==> config.mk <==
export PLATFORM = sky130hd
export DESIGN_NAME = multi_cycle_ctrl
export DESIGN_NICKNAME = d
export VERILOG_FILES = /design/src/rtl/ctrl_pkg.sv /design/src/rtl/instr_class_decode.sv /design/src/rtl/multi_cycle_ctrl.sv
export SDC_FILE = /design/constraint.sdc
export NUM_CORES = 1
export LEC_CHECK = 0
export ABC_AREA = 1
export CAP_MARGIN = 20
export CORE_MARGIN = 5
export CORE_UTILIZATION = 30
export CTS_CLUSTER_SIZE = 30
export DETAILED_ROUTE_END_ITERATION = 7
export GPL_TIMING_DRIVEN = 0
export PLACE_DENSITY = 0.86
export SETUP_SLACK_MARGIN = 0.4
export SYNTH_ARGS = -nofsm -noshare
export SYNTH_HDL_FRONTEND = slang
export SYNTH_SLANG_ARGS = --single-unit
==> constraint.sdc <==
create_clock -name clk -period 1.2 [get_ports clk]
set_input_delay 0.12 -clock clk [delete_from_list [all_inputs] [get_ports clk]]
set_output_delay 0.12 -clock clk [all_outputs]
set_load 0.1 [all_outputs]
==> src/rtl/ctrl_pkg.sv <==
// Shared constants and types for the multi-cycle controller and its datapath.
package ctrl_pkg;

  localparam int unsigned ALU_OP_W = 3;
  localparam int unsigned STATE_W  = 3;
  localparam int unsigned SEL_W    = 2;
  localparam int unsigned OP_W     = 6;
  localparam int unsigned INSTR_W  = 32;

  // Primary opcodes (instr[31:26])
  localparam logic [OP_W-1:0] OP_RTYPE = 6'b000000;
  localparam logic [OP_W-1:0] OP_ORI   = 6'b001101;
  localparam logic [OP_W-1:0] OP_LUI   = 6'b001111;
  localparam logic [OP_W-1:0] OP_LW    = 6'b100011;
  localparam logic [OP_W-1:0] OP_SW    = 6'b101011;
  localparam logic [OP_W-1:0] OP_BEQ   = 6'b000100;

  // R-type function codes (instr[5:0])
  localparam logic [OP_W-1:0] FUNCT_ADDU = 6'b100001;
  localparam logic [OP_W-1:0] FUNCT_SUBU = 6'b100011;
  localparam logic [OP_W-1:0] FUNCT_FLIP = 6'b111111;

  // ALU operation codes, shared with the ALU
  localparam logic [ALU_OP_W-1:0] ALU_ADD  = 3'b000;
  localparam logic [ALU_OP_W-1:0] ALU_SUB  = 3'b001;
  localparam logic [ALU_OP_W-1:0] ALU_OR   = 3'b010;
  localparam logic [ALU_OP_W-1:0] ALU_EQ   = 3'b011;
  localparam logic [ALU_OP_W-1:0] ALU_FLIP = 3'b100;

  // Next-PC select
  localparam logic [SEL_W-1:0] NPC_PC4    = 2'b00;
  localparam logic [SEL_W-1:0] NPC_BRANCH = 2'b01;

  // GRF destination select
  localparam logic [SEL_W-1:0] REG_DST_RT = 2'b00;
  localparam logic [SEL_W-1:0] REG_DST_RD = 2'b01;

  // GRF write-data select
  localparam logic [SEL_W-1:0] WD_ALU = 2'b00;
  localparam logic [SEL_W-1:0] WD_MEM = 2'b01;

  // ALU B-operand select
  localparam logic [SEL_W-1:0] SRC_B_RT   = 2'b00;
  localparam logic [SEL_W-1:0] SRC_B_ZEXT = 2'b01;
  localparam logic [SEL_W-1:0] SRC_B_SEXT = 2'b10;
  localparam logic [SEL_W-1:0] SRC_B_LUI  = 2'b11;

  typedef enum logic [STATE_W-1:0] {
    ST_FETCH  = 3'd0,
    ST_DECODE = 3'd1,
    ST_EXEC   = 3'd2,
    ST_MEM    = 3'd3,
    ST_WB     = 3'd4
  } state_t;

  // One-hot instruction class
  typedef struct packed {
    logic r_addu;
    logic r_subu;
    logic r_flip;
    logic ori;
    logic lui;
    logic lw;
    logic sw;
    logic beq;
    logic unknown;
  } instr_class_t;

endpackage

==> src/rtl/instr_class_decode.sv <==
// Combinational instruction classifier: one-hot class from opcode/funct.
module instr_class_decode
  import ctrl_pkg::*;
(
  input  logic [INSTR_W-1:0] instr,
  output instr_class_t       cls
);

  logic [OP_W-1:0] op;
  logic [OP_W-1:0] funct;
  logic            unused_bits;

  assign op          = instr[31:26];
  assign funct       = instr[5:0];
  assign unused_bits = ^instr[25:6];

  // Decode opcode and funct; anything unmatched is unknown
  always_comb begin
    cls = '0;
    case (op)
      OP_RTYPE: begin
        case (funct)
          FUNCT_ADDU: cls.r_addu  = 1'b1;
          FUNCT_SUBU: cls.r_subu  = 1'b1;
          FUNCT_FLIP: cls.r_flip  = 1'b1;
          default:    cls.unknown = 1'b1;
        endcase
      end
      OP_ORI:  cls.ori     = 1'b1;
      OP_LUI:  cls.lui     = 1'b1;
      OP_LW:   cls.lw      = 1'b1;
      OP_SW:   cls.sw      = 1'b1;
      OP_BEQ:  cls.beq     = 1'b1;
      default: cls.unknown = 1'b1;
    endcase
  end

endmodule

==> src/rtl/multi_cycle_ctrl.sv <==
// Multi-cycle CPU controller: FETCH/DECODE/EXEC/MEM/WB sequencing with
// datapath controls decoded from the current state and instruction class.
module multi_cycle_ctrl
  import ctrl_pkg::*;
(
  input  logic                clk,
  input  logic                reset,
  input  logic [INSTR_W-1:0]  instr,
  input  logic                alu_eq,
  output logic                pc_we,
  output logic [SEL_W-1:0]    npc_sel,
  output logic                ir_we,
  output logic                reg_we,
  output logic [SEL_W-1:0]    reg_dst,
  output logic [SEL_W-1:0]    wd_sel,
  output logic [SEL_W-1:0]    alu_src_b,
  output logic [ALU_OP_W-1:0] alu_op,
  output logic                mem_we,
  output logic [STATE_W-1:0]  state_o,
  output logic                instr_done
);

  state_t       state;
  state_t       state_nxt;
  instr_class_t cls;
  logic         is_rtype;

  instr_class_decode u_decode (
    .instr (instr),
    .cls   (cls)
  );

  assign is_rtype = cls.r_addu | cls.r_subu | cls.r_flip;
  assign state_o  = STATE_W'(state);

  // State register; reset returns to FETCH asynchronously
  always_ff @(posedge clk or posedge reset) begin
    if (reset) begin
      state <= ST_FETCH;
    end else begin
      state <= state_nxt;
    end
  end

  // Next state and datapath controls; reset masks every control to idle
  always_comb begin
    state_nxt  = ST_FETCH;
    pc_we      = 1'b0;
    npc_sel    = NPC_PC4;
    ir_we      = 1'b0;
    reg_we     = 1'b0;
    reg_dst    = REG_DST_RT;
    wd_sel     = WD_ALU;
    alu_src_b  = SRC_B_RT;
    alu_op     = ALU_ADD;
    mem_we     = 1'b0;
    instr_done = 1'b0;
    case (state)
      ST_FETCH: begin
        state_nxt = ST_DECODE;
        if (!reset) begin
          ir_we = 1'b1;
          pc_we = 1'b1;
        end
      end
      ST_DECODE: begin
        if (cls.unknown) begin
          state_nxt = ST_FETCH;
          if (!reset) begin
            instr_done = 1'b1;
          end
        end else begin
          state_nxt = ST_EXEC;
        end
      end
      ST_EXEC: begin
        if (cls.beq) begin
          state_nxt = ST_FETCH;
        end else if (cls.lw || cls.sw) begin
          state_nxt = ST_MEM;
        end else if (is_rtype || cls.ori || cls.lui) begin
          state_nxt = ST_WB;
        end else begin
          state_nxt = ST_FETCH;
        end
        if (!reset) begin
          if (cls.r_subu) begin
            alu_op = ALU_SUB;
          end else if (cls.r_flip) begin
            alu_op = ALU_FLIP;
          end else if (cls.ori) begin
            alu_op    = ALU_OR;
            alu_src_b = SRC_B_ZEXT;
          end else if (cls.lui) begin
            alu_src_b = SRC_B_LUI;
          end else if (cls.lw || cls.sw) begin
            alu_src_b = SRC_B_SEXT;
          end else if (cls.beq) begin
            alu_op     = ALU_EQ;
            npc_sel    = NPC_BRANCH;
            pc_we      = alu_eq;
            instr_done = 1'b1;
          end
        end
      end
      ST_MEM: begin
        state_nxt = cls.lw ? ST_WB : ST_FETCH;
        if (!reset && cls.sw) begin
          mem_we     = 1'b1;
          instr_done = 1'b1;
        end
      end
      ST_WB: begin
        state_nxt = ST_FETCH;
        if (!reset) begin
          reg_we     = 1'b1;
          instr_done = 1'b1;
          reg_dst    = is_rtype ? REG_DST_RD : REG_DST_RT;
          wd_sel     = cls.lw ? WD_MEM : WD_ALU;
        end
      end
      default: state_nxt = ST_FETCH;
    endcase
  end

endmodule
==> metrics.md <==
| Metric | Value |
|---|---|
| Gate Count Post-Synth | a little over 100 |
| CTS Root Cell | clkbuf_4 |
| Worst VDD drop | about 0.88 mV |
| Vias | between 900 and 1000 |
| Largest cells by area after synthesis | nand2_1 (17%), nor2_1 (14%), dfrtp_1 (13%) |
| Die W | 54.0 µm |
| Hpwl dp | 1420 µm |
| Routed WL | 2850 µm |
| Synthesized area | just under 600 µm² |
| Multi-input logic area | 579 µm² |
| Die footprint | ~0.0029 mm² |
| Hold Path Class | input port to async pin |
| Final setup vio count | 17 |
| FFs w/ async S/R, synth | 100% |
| Crit path kind | flop to output pin |
| Core Footprint | 0.00190 mm² |
| CP arrival | roughly 1.8 ns |
| Final Instance Count excl. Fillers | 181 |
| Crit path cell chain | nor2_4 -> nand2_4 -> nor2_4 -> inv_2 -> a21oi_4 -> nand2_4 -> nor2_4 -> buf_12 |
| Levels on crit path | 8 |
| DR WL/cell | 15.7 µm |
| Fin crit period | ~1.9 ns |
| Worst EP required | ~1.1 ns |
| Worst Slack Setup Final | -0.692 ns |
| Hold Fails Final Rpt | 0 |
| Core Rows | 16 |
| Post-route clock period utilization | 158% |
| Routability cong. | between 0.8 and 0.9 |
| Initial Util | between 30% and 40% |
| Max Clock Skew | 0.00467 ns |
| Setup TNS | -7.82 ns |
| RSZ-0062 raised after global routing | true |
| First drt pass iteration count | 4 |
| Antenna violations before repair | 0 |
| Fmax | ~530 MHz |
| PD cells | ~1100 mW/mm² |
| Clk slew on worst S/H paths | about 0.040 ns |
| Max reg flops | 3 |
| Crit path max fanout | 5 |
| Drt drc | 0 |
| Reg area | about 86 µm² |
| Filler instances | around 120 |
| Crit-path slowest cell | dfrtp_4 |
| CTS tree | built |
| Most frequent cells after synthesis | nand2_1 (26), nor2_1 (21), inv_1 (15) |
| Max-slew violation count | 0 |
| Max stage delay on crit path | between 0.5 and 0.6 ns |
| Most common cell in the netlist | nand2_1 |
| Area leader, netlist | nand2_1 |
| Top Ports | 54 |
| GRT overflow | 0 |
| Setup crit start | state_o[0] |
| Top-area cell type share of the netlist area | ~17% |
| Failing checks | negative setup slack |
| Worst r2r path cells | 6 |
| MaxCap Viol Count | 0 |
| Clock network latency to the later pin of the worst-skew pair | roughly 0.25 ns |
| Post-synth EDFFs | 0 |
| Final net count | between 150 and 200 |
| Synth-to-Final Area Change | 145% |
| P_leak | 0.587 nW |
| Outcome | finished with violations |
| Port Buffer Count | 30 |
| Worst setup EP type | output pin |
| Worst Setup EP | alu_op[1] |
| RR Endpoint | state_o[1] |
| Max Root-Sink Buffers | 2 |
| Die H | approximately 54 µm |
| Proportion of synthesized chip area in sequential cells | around 13% |
| Antenna-violating nets left | 0 |
| Startpoint types | flop |
| Clock sink total | 3 |
| Warnings, synthesis | 0 |
| Synth Flop Type | dfrtp_1 |
| Crit-path leading delay family | simple AND/OR/NAND/NOR gates |
| R2R Setup Slk | -0.13 ns |
| Layout cell share with drive strength beyond 1 | a little over half |
| Yosys reg bits | 3 |
| Clock H-tree levels | 1 |
| Ant diodes | 0 |
| Cell mode on critical path | nor2_4 |
| Placed Cells | 162 |
| Worst r2r src | state_o[0] |
| Starting DRT DRC Count | 41 |
| All-Layer GR Usage | 16.1% |
| Post-synth cell types | 23 |
| Hold_ws | roughly 0.083 ns |
| Cts bufs inserted | 3 |
| Largest net degree at the start of global routing | 7 |
| Vias in the first global route | ~830 |
| First-pass GRT wire length | around 3400 µm |
| Synthesized area per cell | approximately 5.6 µm² |
| Total power | ~1.6 mW |
| Buffers & Inverters on Critical Path | 2 |
| Vias/cell | 5.01 |
| Setup WS pre-CTS | -1.54 ns |
-- layout make-up --
class	instances	share of cell area (%)
Tap cell	27	2.37
Buffer	3	1.58
Multi-Input combinational cell	80	40.7
Timing Repair Buffer	45	42.4
Clock buffer	4	1.85
Sequential cell	3	6.07
Inverter	19	5.01
-- logic make-up (layout without fill, tap and decap cells) --
| kind of cell | after synthesis | after routing | synth area share [%] |
|---|---|---|---|
| simple gates | 70 | 70 | 61.2 |
| compound gates | 7 | 7 | 9.05 |
| buf+inv | 22 | 71 | 16.2 |
| flops | 3 | 3 | 12.9 |
| other cells | 1 | 3 | 0.646 |
-- where the power goes --
part	switching [mW]	internal [mW]
sequential	0.0419	0.135
combinational	0.711	0.504
clock	0.0748	0.126
total	0.828	0.765
-- routing by layer --
metal / share of wire [%] / track usage (%) / wire, µm / vias up
met5: 0 / 0 / 0 / -
met3: 5.6 / 3.60 / 159 / 14
li1: - / - / - / 412
met2: 57 / 34.5 / 1630 / 50
met4: 3.7 / 7.05 / 104 / 0
met1: 34 / 13.3 / 956 / 430
-- repair_timing --
action / CTS / global route
pin swaps: 8 / 2
hold buffers: 0 / 0
buffers inserted: 9 / 6
endpoints found under the setup margin: 19 / 19
gates resized for setup: 165 / 12
gates cloned: 0 / 0
-- stage by stage --
stage	utilization [%]	cell area, µm²
after floorplan	-	703
after CTS	69.9	1330
after global placement	54.5	1040
final	74.8	1420
after detailed placement	54.5	1040
after global routing	74.8	1420
-- worst min path at each step --
stage                 endpoint  cells past startpoint
floorplan           state_o[0]                      1
global placement    state_o[0]                      1
detailed placement  state_o[0]                      1
CTS                 state_o[1]                      2
global route        state_o[0]                      2
finish              state_o[2]                      2
-- cells in the final DEF (no fill, tap or decap) --
cell type and n:
a21oi_1 1, a21oi_4 2, buf_12 17, buf_4 11, buf_6 6, clkbuf_1 1
clkbuf_4 3, clkdlybuf4s15_1 1, clkdlybuf4s15_2 1, clkdlybuf4s50_1 7, conb_1 3, dfrtp_4 3
dlygate4sd2_1 5, inv_1 11, inv_2 8, nand2_1 23, nand2_4 3, nand2_8 1
nand3_1 6, nand3_2 2, nand3_4 1, nand3b_1 1, nand4_1 2, nor2_1 10
nor2_2 3, nor2_4 15, nor3_4 2, o21ai_0 1, o21bai_1 1, o21bai_2 1
o22ai_2 1, or2_4 1
Note: power is estimated with default switching activity, not from simulation.
